### src/rtl/pipeline_pkg.sv
// Shared pipeline definitions: ALU_Op instruction classes, the ID/EX control bundle
// and the source-usage decode shared by hazard detection and forwarding.
package pipeline_pkg;

  localparam logic [2:0] R_TYPE      = 3'b000;
  localparam logic [2:0] I_TYPE      = 3'b001;
  localparam logic [2:0] LOAD_TYPE   = 3'b010;
  localparam logic [2:0] JALR_TYPE   = 3'b011;
  localparam logic [2:0] STORE_TYPE  = 3'b100;
  localparam logic [2:0] BRANCH_TYPE = 3'b101;
  localparam logic [2:0] JAL_TYPE    = 3'b110;
  localparam logic [2:0] U_TYPE      = 3'b111;

  localparam int CTRL_WIDTH = 10;

  typedef struct packed {
    logic       jalr;
    logic       branch;
    logic       mem_read;
    logic       mem_to_reg;
    logic       mem_write;
    logic       alu_src;
    logic       reg_write;
    logic [2:0] alu_op;
  } ctrl_t;

  localparam ctrl_t CTRL_BUBBLE = '0;

  // JAL and LUI carry no register sources; everything below them reads rs1.
  function automatic logic rs1_used(input logic [2:0] alu_op);
    return alu_op <= BRANCH_TYPE;
  endfunction

  function automatic logic rs2_used(input logic [2:0] alu_op);
    return (alu_op == R_TYPE) || (alu_op == STORE_TYPE) || (alu_op == BRANCH_TYPE);
  endfunction

endpackage

### src/rtl/load_use_detector.sv
// Combinational load-use hazard check of the ID instruction against a load in EX.
module load_use_detector
  import pipeline_pkg::*;
#(
  parameter int REG_ADDR_WIDTH = 5
) (
  input  logic                      mem_read,
  input  logic [REG_ADDR_WIDTH-1:0] rd,
  input  logic [REG_ADDR_WIDTH-1:0] rs1,
  input  logic [REG_ADDR_WIDTH-1:0] rs2,
  input  logic [2:0]                alu_op,
  output logic                      hazard
);

  logic rs1_hit;
  logic rs2_hit;

  assign rs1_hit = rs1_used(alu_op) && (rs1 == rd);
  assign rs2_hit = rs2_used(alu_op) && (rs2 == rd);

  // x0 is hard-wired zero, so a load targeting it never produces a dependency.
  assign hazard = mem_read && (rd != '0) && (rs1_hit || rs2_hit);

endmodule

### src/rtl/id_ex_register.sv
// ID/EX pipeline register: captures decode controls and operands, injects a bubble
// on flush or load-use hazard, and stalls fetch/decode for the hazard cycle.
module id_ex_register
  import pipeline_pkg::*;
#(
  parameter int DATA_WIDTH     = 32,
  parameter int REG_ADDR_WIDTH = 5
) (
  input  logic                      clk,
  input  logic                      reset,
  input  logic                      flush_i,
  input  logic                      jalr_i,
  input  logic                      branch_i,
  input  logic                      mem_read_i,
  input  logic                      mem_to_reg_i,
  input  logic                      mem_write_i,
  input  logic                      alu_src_i,
  input  logic                      reg_write_i,
  input  logic [2:0]                alu_op_i,
  input  logic [DATA_WIDTH-1:0]     pc_i,
  input  logic [DATA_WIDTH-1:0]     rs1_data_i,
  input  logic [DATA_WIDTH-1:0]     rs2_data_i,
  input  logic [DATA_WIDTH-1:0]     imm_i,
  input  logic [REG_ADDR_WIDTH-1:0] rs1_i,
  input  logic [REG_ADDR_WIDTH-1:0] rs2_i,
  input  logic [REG_ADDR_WIDTH-1:0] rd_i,
  input  logic [3:0]                funct_i,
  output logic                      jalr_o,
  output logic                      branch_o,
  output logic                      mem_read_o,
  output logic                      mem_to_reg_o,
  output logic                      mem_write_o,
  output logic                      alu_src_o,
  output logic                      reg_write_o,
  output logic [2:0]                alu_op_o,
  output logic [DATA_WIDTH-1:0]     pc_o,
  output logic [DATA_WIDTH-1:0]     rs1_data_o,
  output logic [DATA_WIDTH-1:0]     rs2_data_o,
  output logic [DATA_WIDTH-1:0]     imm_o,
  output logic [REG_ADDR_WIDTH-1:0] rs1_o,
  output logic [REG_ADDR_WIDTH-1:0] rs2_o,
  output logic [REG_ADDR_WIDTH-1:0] rd_o,
  output logic [3:0]                funct_o,
  output logic                      stall_o
);

  typedef struct packed {
    ctrl_t                     ctrl;
    logic [DATA_WIDTH-1:0]     pc;
    logic [DATA_WIDTH-1:0]     rs1_data;
    logic [DATA_WIDTH-1:0]     rs2_data;
    logic [DATA_WIDTH-1:0]     imm;
    logic [REG_ADDR_WIDTH-1:0] rs1;
    logic [REG_ADDR_WIDTH-1:0] rs2;
    logic [REG_ADDR_WIDTH-1:0] rd;
    logic [3:0]                funct;
  } stage_t;

  stage_t stage_q;
  stage_t stage_in;
  logic   hazard;

  assign stage_in = '{
    ctrl: '{jalr: jalr_i, branch: branch_i, mem_read: mem_read_i,
            mem_to_reg: mem_to_reg_i, mem_write: mem_write_i,
            alu_src: alu_src_i, reg_write: reg_write_i, alu_op: alu_op_i},
    pc: pc_i, rs1_data: rs1_data_i, rs2_data: rs2_data_i, imm: imm_i,
    rs1: rs1_i, rs2: rs2_i, rd: rd_i, funct: funct_i
  };

  load_use_detector #(.REG_ADDR_WIDTH(REG_ADDR_WIDTH)) u_load_use_detector (
    .mem_read (stage_q.ctrl.mem_read),
    .rd       (stage_q.rd),
    .rs1      (rs1_i),
    .rs2      (rs2_i),
    .alu_op   (alu_op_i),
    .hazard   (hazard)
  );

  // A flush overrides the stall so fetch can redirect to the branch target.
  assign stall_o = hazard && !flush_i;

  // The bubble zeroes the whole stage (rd included) so it cannot re-trigger a hazard.
  // NOTE: sequential state uses non-blocking assignments so every flop samples
  // pre-edge values regardless of evaluation order.
  always_ff @(posedge clk or negedge reset) begin
    if (!reset) begin
      stage_q <= '0;
    end else if (flush_i || hazard) begin
      stage_q <= '{ctrl: CTRL_BUBBLE, default: '0};
    end else begin
      stage_q <= stage_in;
    end
  end

  assign jalr_o       = stage_q.ctrl.jalr;
  assign branch_o     = stage_q.ctrl.branch;
  assign mem_read_o   = stage_q.ctrl.mem_read;
  assign mem_to_reg_o = stage_q.ctrl.mem_to_reg;
  assign mem_write_o  = stage_q.ctrl.mem_write;
  assign alu_src_o    = stage_q.ctrl.alu_src;
  assign reg_write_o  = stage_q.ctrl.reg_write;
  assign alu_op_o     = stage_q.ctrl.alu_op;
  assign pc_o         = stage_q.pc;
  assign rs1_data_o   = stage_q.rs1_data;
  assign rs2_data_o   = stage_q.rs2_data;
  assign imm_o        = stage_q.imm;
  assign rs1_o        = stage_q.rs1;
  assign rs2_o        = stage_q.rs2;
  assign rd_o         = stage_q.rd;
  assign funct_o      = stage_q.funct;

endmodule

### config.mk
export PLATFORM = sky130hd
export DESIGN_NAME = id_ex_register
export DESIGN_NICKNAME = d
export VERILOG_FILES = /design/src/rtl/pipeline_pkg.sv /design/src/rtl/load_use_detector.sv /design/src/rtl/id_ex_register.sv
export SDC_FILE = /design/constraint.sdc
export NUM_CORES = 1
export LEC_CHECK = 0
export BUFFER_PORTS_ARGS = -buffer_cell sky130_fd_sc_hd__buf_2
export CAP_MARGIN = 15
export CORE_AREA = 3 3 130 132
export CTS_CLUSTER_SIZE = 10
export DETAILED_ROUTE_END_ITERATION = 8
export DIE_AREA = 0 0 133 135
export PLACE_DENSITY = 0.76
export SYNTH_ARGS = -nofsm -noshare
export SYNTH_HDL_FRONTEND = slang
export SYNTH_SLANG_ARGS = --single-unit
### constraint.sdc
create_clock -name clk -period 1.75 [get_ports clk]
set_input_delay 0.0875 -clock clk [delete_from_list [all_inputs] [get_ports clk]]
set_output_delay 0.0875 -clock clk [all_outputs]
set_load 0.05 [all_outputs]
## After elaboration in Yosys (flattened, before gate mapping)

Cells that the tools add are included.

| word-level totals | value |
|---|---|
| bits of input ports | 160 |
| output and inout port bits | 158 |
| register bits after elaboration | 157 |
| logic and storage cells | 34 |

| cells by class | value |
|---|---|
| reductions and logical operators | 12 |
| eq/ne operators | 4 |
| muxes and demuxes | 1 |
| $lt $le $gt $ge | 1 |

Operators by type and width:

| operator | number |
|---|---|
| two-way mux 157 bit | 1 |
| == test 5 bit | 2 |
| == test 3 bit, second input constant | 2 |
| logical AND 1 bit | 5 |
| nonzero test 5 bit | 1 |
| logical OR 1 bit | 4 |
| <= comparator 3 bit, second input constant | 1 |
| zero test 3 bit | 1 |
| zero test 1 bit | 1 |

## Logic depth before layout (Yosys ltp)

Gate-level depths: netlist of run 1.

| logic depth | value |
|---|---|
| depth after elaboration | 8 |
| depth in mapped cells | 7 |

## Hierarchy

From an unflattened synthesis of run 1, not the netlist that was laid out.

| second synthesis, totals | value |
|---|---|
| cells, all modules | 370 |
| area, all modules | 6236.0 um^2 |

By module, submodules not included:

| module | times used | area an instance (um^2) | cells an instance |
|---|---|---|---|
| id_ex_register | 1 | 6078.3 | 351 |
| load_use_detector | 1 | 157.7 | 19 |

## Least setup slack after synthesis of run 1

Ideal clock, no wire load.

| timing | value |
|---|---|
| path kind | flip-flop to output port |
| from | register stage_q, in the netlist rd_o[3] |
| to | output stall_o |
| data required time | 1.662 ns |
| data arrival time | 2.002 ns |
| slack | -0.339 ns |
| path buffers | 2 |
| stages on the path, launching flop included | 7 |
| path through | dfrtp_1 -> xor2_1 -> nor4_1 -> a22o_1 -> buf_2 -> buf_2 -> and3b_1 |

| on the way | value |
|---|---|
| longest elaborated chain between the ends | 5 |
| elaborated cells on any way between the ends | 9 |

Ends and longest elaborated chain:

| element | line | RTL |
|---|---|---|
| start, declared | id_ex_register.sv:59 | `stage_t stage_q;` |
| start signal, assigned | id_ex_register.sv:92 | `stage_q <= stage_in;` |
| == test 5 bit, on equally long branches | load_use_detector.sv:18, load_use_detector.sv:19 |  |
| logical AND 1 bit, on equally long branches | load_use_detector.sv:18, load_use_detector.sv:19 |  |
| logical OR 1 bit | load_use_detector.sv:22 | `assign hazard = mem_read && (rd != '0) && (rs1_hit \|\| rs2_hit);` |
| logical AND 1 bit (*) | load_use_detector.sv:22 |  |
| logical AND 1 bit (*) | id_ex_register.sv:81 | `assign stall_o = hazard && !flush_i;` |
| end, declared | id_ex_register.sv:44 | `output logic stall_o` |

Every way passes the cells marked *; elsewhere a longest branch is shown, timed or not.

## Final worst setup path of run 1

| timing | value |
|---|---|
| from | register stage_q, in the netlist rd_o[2] |
| to | output stall_o |

The elaborated chain is that of the path after synthesis.

==> results of run 1 <==
-- registers in the layout, indices dropped and copies added (netlist names) --
register and count:
rs2_data_o 32, alu_op_o 3, mem_to_reg_o 1, imm_o 32
mem_write_o 1, rs2_o 5, pc_o 32, funct_o 4
mem_read_o 1, rd_o 5, alu_src_o 1, jalr_o 1
rs1_o 5, rs1_data_o 32, branch_o 1, reg_write_o 1
-- logic make-up after synthesis --
kind of cell,synth area share
AOI/OAI and AO/OA,0.1797
xor gates and xnor gates,0.01331
buffers and inverters,0.05457
DFF,0.5971
and+or+nand+nor,0.1554
-- power by group --
part | total (mW) | switching (mW) | internal (mW)
Sequential | 3.88 | 0.0639 | 3.82
Combinational | 2.51 | 1.53 | 0.982
Clock | 4.13 | 1.54 | 2.59
Total | 10.5 | 3.14 | 7.39
-- per-stage QoR --
step	hold slack (ns)	setup slack, ns	area [um^2]	utilization
6_report	0.1038	-0.3358	12030	0.7602
5_1_grt	0.1401	-0.4147	12030	0.7602
4_1_cts	0.1020	-0.3642	11070	0.6993
3_5_place_dp	-0.005561	-0.03606	8635	0.5455
3_3_place_gp	-0.005715	-0.01663	8635	0.5455
2_1_floorplan	-0.2081	-0.1251	6690	-
-- worst min-delay path by stage --
stage / startpoint / endpoint / slack, ns
3_5_place_dp: reset / imm_o[5] / -0.006
5_1_grt: reset / imm_o[2] / 0.14
4_1_cts: reset / imm_o[5] / 0.10
6_report: reset / rd_o[4] / 0.10
2_1_floorplan: reset / alu_op_o[0] / -0.21
3_3_place_gp: reset / imm_o[2] / -0.006
-- per-layer routing --
layer,wire length (um),up-vias,GRT usage
met5,9,-,0
met4,816,2,0.1010
met3,1780,66,0.07004
met2,12850,310,0.4128
met1,9541,3090,0.2777
li1,-,2816,-
-- what timing repair did --
| item | 4_1_cts | 5_1_grt |
|---|---|---|
| hold endpoints to repair | 314 | 0 |
| cloned | 4 | 17 |
| buffers inserted | 2 | 12 |
| hold buffers | 158 | 0 |
| resized for setup | 15 | 104 |
| endpoints found under the setup margin | 19 | 158 |
| pin swaps | 2 | 73 |
-- worst reg2reg max path, stage by stage, from the launching register on --
cell and delay (ns):
dfrtp_2 0.44, or4_4 0.52, o21a_4 0.21, buf_4 0.14, buf_12 0.15, buf_16 0.16
clkbuf_16 0.18, a21oi_2 0.15
-- final cells by class --
class	instances	area, um^2	area share
sequential	157	3935	0.3270
antenna	2	5.005	0.0004159
multi-input combinational	333	2765	0.2298
tap	216	270.3	0.02246
clock buffer	19	442.9	0.03681
timing repair buffer	548	4402	0.3658
clock inverter	13	212.7	0.01768
-- cells in the final DEF, fill, tap and decap left out, types with 6 or more instances in the layout --
| cell | instances |
|---|---|
| buf_2 | 314 |
| clkbuf_16 | 31 |
| buf_8 | 6 |
| xor2_1 | 10 |
| a21oi_2 | 127 |
| buf_16 | 8 |
| a21oi_4 | 30 |
| dlygate4sd3_1 | 158 |
| buf_4 | 27 |
| dfrtp_1 | 152 |
| nand2b_1 | 157 |
| buf_12 | 17 |
==> impl_results.md, run 1 <==
- Crit. End Element: output port
- DP HPWL: 12600 um
- Starting density of the core: 0.4157
- Status: finished with violations
- 1st-iter DRT viols: 248
- Setup_tns: -33.88 ns
- Setup CP Type: flop to output port
- CP cell instances: buf_4, xor2_1, nor4_2, a22o_4, and3b_2, buf_8
- First-pass GRT wire length: 33840 um
- Max Fclk: 0.4794 GHz
- Top cell type's share of synthesized area: 0.5971
- Leak: 5.761 nW
- Most frequent cells after synthesis: dfrtp_1, nand2b_1, a21oi_2
- Required @ worst endpoint: 1.66 ns
- Top cell type by total area after synthesis: dfrtp_1
- Mapped Nets: 703
- CTS tree: yes
- R2R setup slack: -0.28 ns
- DR WL/cell: 19.41 um
- Die H: 135 um
- Most area-consuming cells after synthesis: dfrtp_1, nand2b_1, a21oi_2
- Hold WC Path Type: input pin to asynchronous set/reset pin
- Crit-path max cell delay: 0.43 ns
- Row cnt: 46
- Reg2Reg Depth: 7
- Final critical-path share of the clock period: 1.192
- Final setup violation count: 158
- Flops & latches, synth: 157
- Worst Path Buf+Inv: 2
- Min Clock Period, post-route: 2.086 ns
- Clock sinks: 157
- Fill cell count: 891
- Post-synth EDFFs: 0
- Final Wtd Congestion: 0.8466
- Drt total wl: 25000 um
- Cts bufs inserted: 17
- Post-layout nets: 1217
- Ratio of cells with drive above 1 in the final layout: 0.5505
- Beginning of the worst register-to-register path: rd_o[0]
- Vias/cell: 4.879
- # port buffers: 317
- Non-Filler Instances: 1288
- CTS Buffer Depth: 2
- Slowest-stage cell, CP: dfrtp_2
- Clock-pin slew on the worst setup and hold paths: 0.07 ns
- First-pass iteration count of the detailed router: 4
- Worst EP arrival: 2.00 ns
- Mapped cell area: 6580 um^2
- Die width: 133 um
- Peak supply drop: 0.6211 mV
- H-tree depth: 4
- Post-synthesis sequential area ratio: 0.5971
- Fraction of registers with async set or reset after synthesis: 1.000
- Post-Syn Instances: 543
- Final worst slack: -0.3358 ns
- Vias in the first global route: 6380
- Post-synth cell types: 17
- GRT Residual Overflow: 0
- Later-pin clock latency in the skew report: 0.42 ns
- Root Driver: clkbuf_16
- Critical path origin: rd_o[2]
- Post-DRT Antenna Nets: 0
- GRT Overall Usage: 0.2387
- Final Hold Viols: 0
- CP top delay family: simple AND/OR/NAND/NOR gates
- CORE AREA: 15830 um^2
- Slew HR: 0.7932
- CP startpoint kind: flop
- Power density over the cells: 874.8 nW/um^2
- Initial antenna violation count: 3
- Slew @ Worst Pin: 0.3079 ns
- Final Max Slew Viols: 0
- Avg Cell Area, Syn: 12.12 um^2
- DIE AREA: 17960 um^2
- Worst reg2reg path endpoint: pc_o[31]
- # IOs: 318
- Worst path depth: 6
- Placed insts: 1063
- Max cap viols: 0
- Area Overhead vs Synth: 82.87%
- Critical-path maximum fanout: 5
- Clk_skew: 0.01210 ns
- Design Power: 10.53 mW
- Synth warn: 0
- Pin count of the biggest net entering global routing: 87
- Vias: 6284
- Critical Path Sink: stall_o
- Post-route DRC: 0
- Failing checks: negative setup slack
- RSZ-0062 raised after global routing: yes
- Top_reg_cell synth: dfrtp_1
(Power assumes the default switching activity.)
==> run 2, diff against run 1 <==
- CELL_PAD_IN_SITES_DETAIL_PLACEMENT: unset -> 0
- CELL_PAD_IN_SITES_GLOBAL_PLACEMENT: unset -> 1
- CORE_AREA: 3 3 130 132 -> 3 3 150 152
- DIE_AREA: 0 0 133 135 -> 0 0 153 155
==> impl_results.md, run 2 (same netlist as run 1, synthesis figures left out) <==
- Pre-CTS setup slack: -0.06761 ns (-0.03154 ns)
- Worst EP arrival: 1.98 ns (-0.02 ns)
- First-pass iteration count of the detailed router: 4 (unchanged)
- Vias in the first global route: 6528 (+2.3%)
- Vias: 5967 (-5.0%)
- Beginning of the worst register-to-register path: rd_o[0]
- CORE AREA: 21150 um^2 (+34%)
- CP startpoint kind: flop
- Power density over the cells: 846.7 nW/um^2 (-3.2%)
- CTS Buffer Depth: 2 (unchanged)
- Later-pin clock latency in the skew report: 0.42 ns (about the same)
- Starting density of the core: 0.3111 (-0.1047)
- Required @ worst endpoint: 1.66 ns (about the same)
- Cts bufs inserted: 17 (unchanged)
- N_diodes: 0 (-2)
- Post-layout nets: 1223 (+0.49%)
- Clock sinks: 157 (unchanged)
- Worst reg2reg path endpoint: rs2_data_o[12]
- Most common cell after layout, fill and taps aside: buf_2
- Row cnt: 53 (+15%)
- Non-Filler Instances: 1351 (+4.9%)
- Clock-pin slew on the worst setup and hold paths: 0.07 ns (about the same)
- Commonest non-fill, non-tap cells in the layout: buf_2, dlygate4sd3_1, nand2b_1
- 1st-iter DRT viols: 234 (-5.6%)
- Die H: 155 um (+15%)
- First-pass GRT wire length: 35910 um (+6.1%)
- Final worst slack: -0.3219 ns (+0.01390 ns)
- Setup_tns: -28.26 ns (+5.625 ns)
- Ratio of cells with drive above 1 in the final layout: 0.5177 (-0.03281)
- Post-DRT Antenna Nets: 0 (unchanged)
- H-tree depth: 4 (unchanged)
- Pin count of the biggest net entering global routing: 67 (-23%)
- DP HPWL: 13240 um (+5.1%)
- Fill cell count: 1729 (+94%)
- Critical Path Sink: stall_o
- Crit-path max cell delay: 0.53 ns (+0.10 ns)
- Hold WC Path Type: input pin to asynchronous set/reset pin
- Final critical-path share of the clock period: 1.184 (-0.007945)
- Final Util: 0.5669 (-0.1934)
- Final Max Slew Viols: 0 (unchanged)
- Design Power: 10.15 mW (-3.5%)
- Placed cell areas: 8561 um^2 (-0.85%)
- GRT Overall Usage: 0.1923 (-0.04637)
- Min Clock Period, post-route: 2.072 ns (-0.01390 ns)
- GRT Residual Overflow: 0 (unchanged)
- Worst path depth: 4 (-2)
- CP top delay family: simple AND/OR/NAND/NOR gates
- Final Hold Viols: 0 (unchanged)
- Initial antenna violation count: 0 (-3)
- Max Fclk: 0.4827 GHz (+0.67%)
- Post-route cell area: 11990 um^2 (-0.34%)
- # IOs: 318 (unchanged)
- Clk_skew: 0.009510 ns (-0.002587 ns)
- R2R setup slack: -0.31 ns (-0.03 ns)
- Drt total wl: 23080 um (-7.7%)
- Placed insts: 1107 (+4.1%)
- Failing checks: negative setup slack
- Hold Worst Slack: 0.1446 ns (+0.04082 ns)
- DIE AREA: 23720 um^2 (+32%)
- Critical-path maximum fanout: 2 (-3)
- Post-route DRC: 0 (unchanged)
- Reg2Reg Depth: 10 (+3)
- Slew @ Worst Pin: 0.4253 ns (+0.1175 ns)
- CP cell instances: or4_4, o21a_4, and3b_2, buf_12
- Status: finished with violations
- Vias/cell: 4.417 (-9.5%)
- Leak: 5.807 nW (+0.81%)
- Root Driver: clkbuf_16
- Worst Path Buf+Inv: 1 (-1)
- Peak supply drop: 0.5869 mV (-5.5%)
- Final setup violation count: 158 (unchanged)
- Setup CP Type: flop to output port
- Final Wtd Congestion: 0.7628 (-9.9%)
- # port buffers: 317 (unchanged)
- Die width: 153 um (+15%)
- Max cap viols: 0 (unchanged)
- Crit. End Element: output port
- Slowest-stage cell, CP: or4_4
- Critical path origin: rd_o[0]
- DR WL/cell: 17.08 um (-12%)
- CTS tree: yes
- Slew HR: 0.7164 (-0.07674)
- RSZ-0062 raised after global routing: yes
- Area Overhead vs Synth: 82.24%
## run 2: cell types whose count changed in the layout (fill, tap and decap cells not counted), moves of 5 or more
cell,previous run,this run
a21oi_1,1,44
a21oi_4,30,0
buf_16,8,23
clkbuf_16,31,17
a21oi_2,127,114
buf_4,27,16
buf_6,4,15
buf_12,17,22
inv_8,0,5
## run 2: worst min-delay path by stage
stage          cells after the start  startpoint  slack, ns     endpoint
6_report                           2       reset       0.14      rd_o[4]
4_1_cts                            2       reset       0.14     imm_o[4]
2_1_floorplan                      0       reset      -0.21  alu_op_o[0]
3_3_place_gp                       1       reset       0.03     imm_o[4]
5_1_grt                            2       reset       0.16     imm_o[4]
3_5_place_dp                       1       reset       0.03     imm_o[4]
## run 2: worst register-to-register path: cells and delay by family (launching register included)
family | cells | cell delay (ns)
AO/OA/AOI/OAI | 3 | 0.44
XOR/XNOR | 1 | 0.17
buffers and inverters | 6 | 0.96
flip-flops | 1 | 0.42
## run 2: repair_timing
| item | 4_1_cts | 5_1_grt |
|---|---|---|
| pin swaps | 4 | 6 |
| gates cloned | 22 | 0 |
| endpoints found under the setup margin | 152 | 158 |
| hold buffers | 158 | 0 |
| resized for setup | 64 | 9 |
| setup buffers | 30 | 3 |
| hold endpoints to repair | 314 | 0 |
## run 2: layer usage
layer / GRT usage / wire length (um) / part of all wire
met2: 0.3359 / 11750 / 0.51
met4: 0.06237 / 591 / 0.026
met5: 0 / 0 / 0
met3: 0.05786 / 1382 / 0.060
met1: 0.2282 / 9353 / 0.41
## run 2: layout make-up
| cell class | instances | area (um^2) | share of cell area |
|---|---|---|---|
| Clock inverter | 14 | 172.7 | 0.01440 |
| Tap cell | 275 | 344.1 | 0.02869 |
| Timing Repair Buffer | 554 | 4641 | 0.3870 |
| Sequential cell | 157 | 3935 | 0.3282 |
| Multi-Input combinational cell | 333 | 2460 | 0.2051 |
| Clock buffer | 18 | 439.2 | 0.03662 |
## run 2: report_power, final
| group | switching (mW) | leakage (nW) | internal [mW] |
|---|---|---|---|
| Combinational | 1.44 | 3.49 | 0.952 |
| Clock | 1.68 | 0.301 | 2.21 |
| Sequential | 0.0605 | 2.02 | 3.82 |
==> run 3, diff against run 2 <==
- BUFFER_PORTS_ARGS: -buffer_cell sky130_fd_sc_hd__buf_2 -> unset
- CORE_AREA: 3 3 150 152 -> 3 3 128 130
- DIE_AREA: 0 0 153 155 -> 0 0 131 133
- DONT_BUFFER_PORTS: unset -> 1
==> impl_results.md, run 3 <==
- Cts bufs inserted: 17 (unchanged)
- Avg Cell Area, Syn: 12.12 um^2 (unchanged)
- Top_reg_cell synth: dfrtp_1
- CTS Hold Bufs: 164 (+3.8%)
- DP HPWL: 10800 um (-18%)
- Die width: 131 um (-14%)
- Fraction of registers with async set or reset after synthesis: 1.000 (unchanged)
- Most area-consuming cells after synthesis: dfrtp_1, nand2b_1, a21oi_2
- Post-Syn Instances: 543 (unchanged)
- Die H: 133 um (-14%)
- Clock sinks: 157 (unchanged)
- # IOs: 318 (unchanged)
- Top cell type by total area after synthesis: dfrtp_1
- Top cell type's share of synthesized area: 0.5971 (unchanged)
- Flops & latches, synth: 157 (unchanged)
- H-tree depth: 4 (unchanged)
- Post-synthesis sequential area ratio: 0.5971 (unchanged)
- Stopped at: 4_1_cts
- Placed insts: 735 (-34%)
- Number of setup buffers added after CTS: 20 (-33%)
- Status: aborted with a tool error
- Row cnt: 45 (-15%)
- # port buffers: 0 (-100%)
- Mapped Nets: 703 (unchanged)
- CTS Buffer Depth: 2 (unchanged)
- Most frequent cells after synthesis: dfrtp_1, nand2b_1, a21oi_2
- Starting density of the core: 0.4312 (+0.1202)
- Cts repair resizes: 108 (+69%)
- Synth warn: 0 (unchanged)
- Root Driver: clkbuf_16
- Post-synth EDFFs: 0 (unchanged)
- Error: [ERROR RSZ-0060] Max buffer count reached.
- Final Wtd Congestion: 0.7795 (+2.2%)
- Mapped cell area: 6580 um^2 (unchanged)
- Post-synth cell types: 17 (unchanged)
[run 3: metrics by stage]
stage	area [um^2]	setup WS [ns]	setup TNS (ns)	utilization
2_1_floorplan	6690	-0.1251	-10.94	-
3_3_place_gp	6925	-0.02265	-0.04205	0.4539
3_5_place_dp	6925	-0.1113	-10.62	0.4539
[run 3: logic make-up after synthesis]
logic type,after synthesis,share of synthesized area
buffers and inverters,53,0.05457
AND/OR/NAND/NOR,163,0.1554
AO/OA/AOI/OAI,160,0.1797
XOR/XNOR,10,0.01331
flip-flops,157,0.5971
==> run 4, diff against run 3 <==
- CELL_PAD_IN_SITES_DETAIL_PLACEMENT: 0 -> unset
- CELL_PAD_IN_SITES_GLOBAL_PLACEMENT: 1 -> unset
- CORE_AREA: 3 3 128 130 -> 3 3 142 144
- CTS_CLUSTER_SIZE: 10 -> unset
- DIE_AREA: 0 0 131 133 -> 0 0 145 147
- PLACE_DENSITY: 0.76 -> unset
- PLACE_DENSITY_LB_ADDON: unset -> 0.15
- clock period: 1.75 -> 2.3 ns (I/O delays scaled with it)
==> impl_results.md, run 4 <==
- Post-synthesis sequential area ratio: 0.5971 (unchanged)
- Avg Cell Area, Syn: 12.12 um^2 (unchanged)
- Clock sinks: 157 (unchanged)
- Mapped cell area: 6580 um^2 (unchanged)
- Top_reg_cell synth: dfrtp_1
- CTS Hold Bufs: 160 (-2.4%)
- Die width: 145 um (+11%)
- Top cell type by total area after synthesis: dfrtp_1
- CTS Buffer Depth: 2 (unchanged)
- Post-synthesis mux area share: 0 (unchanged)
- Post-synth cell types: 17 (unchanged)
- Status: aborted with a tool error
- Row cnt: 50 (+11%)
- Mapped Nets: 703 (unchanged)
- Root Driver: clkbuf_16
- Die H: 147 um (+11%)
- Post-Synth Adder-Cell Area: 0 (unchanged)
- Most area-consuming cells after synthesis: dfrtp_1, nand2b_1, a21oi_2
- H-tree depth: 4 (unchanged)
- # port buffers: 0 (unchanged)
- Post-Syn Instances: 543 (unchanged)
- Placed cell areas: 6715 um^2 (-3.0%)
- Error: [ERROR RSZ-0060] Max buffer count reached.
- Number of setup buffers added after CTS: 0 (-100%)
- Synth Area in Simple Gates: 0.1554 (unchanged)
- Starting density of the core: 0.3494 (-0.08181)
- # IOs: 318 (unchanged)
- Compound-Gate Fraction of Synth Area: 0.1797 (unchanged)
- XOR/XNOR Fraction of Synth Area: 0.01331 (unchanged)
- Flops & latches, synth: 157 (unchanged)
- Post-synth EDFFs: 0 (unchanged)
- Synth warn: 0 (unchanged)
- Stopped at: 4_1_cts
- Top cell type's share of synthesized area: 0.5971 (unchanged)
- Main combinational cell family by area after synthesis: compound AO/OA/AOI/OAI gates
- Cts bufs inserted: 17 (unchanged)
- Most frequent cells after synthesis: dfrtp_1, nand2b_1, a21oi_2
- Final Wtd Congestion: 0.7499 (-3.8%)
- Cts repair resizes: 0 (-100%)
- DP HPWL: 10570 um (-2.1%)
- Fraction of registers with async set or reset after synthesis: 1.000 (unchanged)
run 4: cell counts after synthesis:
No cell type changed its count.
run 4: cells by family after synthesis:
| kind of cell | Yosys count |
|---|---|
| and+or+nand+nor | 163 |
| xor gates and xnor gates | 10 |
| DFF | 157 |
| buffers and inverters | 53 |
| AOI/OAI and AO/OA | 160 |
run 4: through the flow:
step                      instances  worst slack (ns)  utilization
after detailed placement        762            0.4203       0.3566
after global placement          762            0.4427       0.3566
after floorplan                 543            0.1831            -
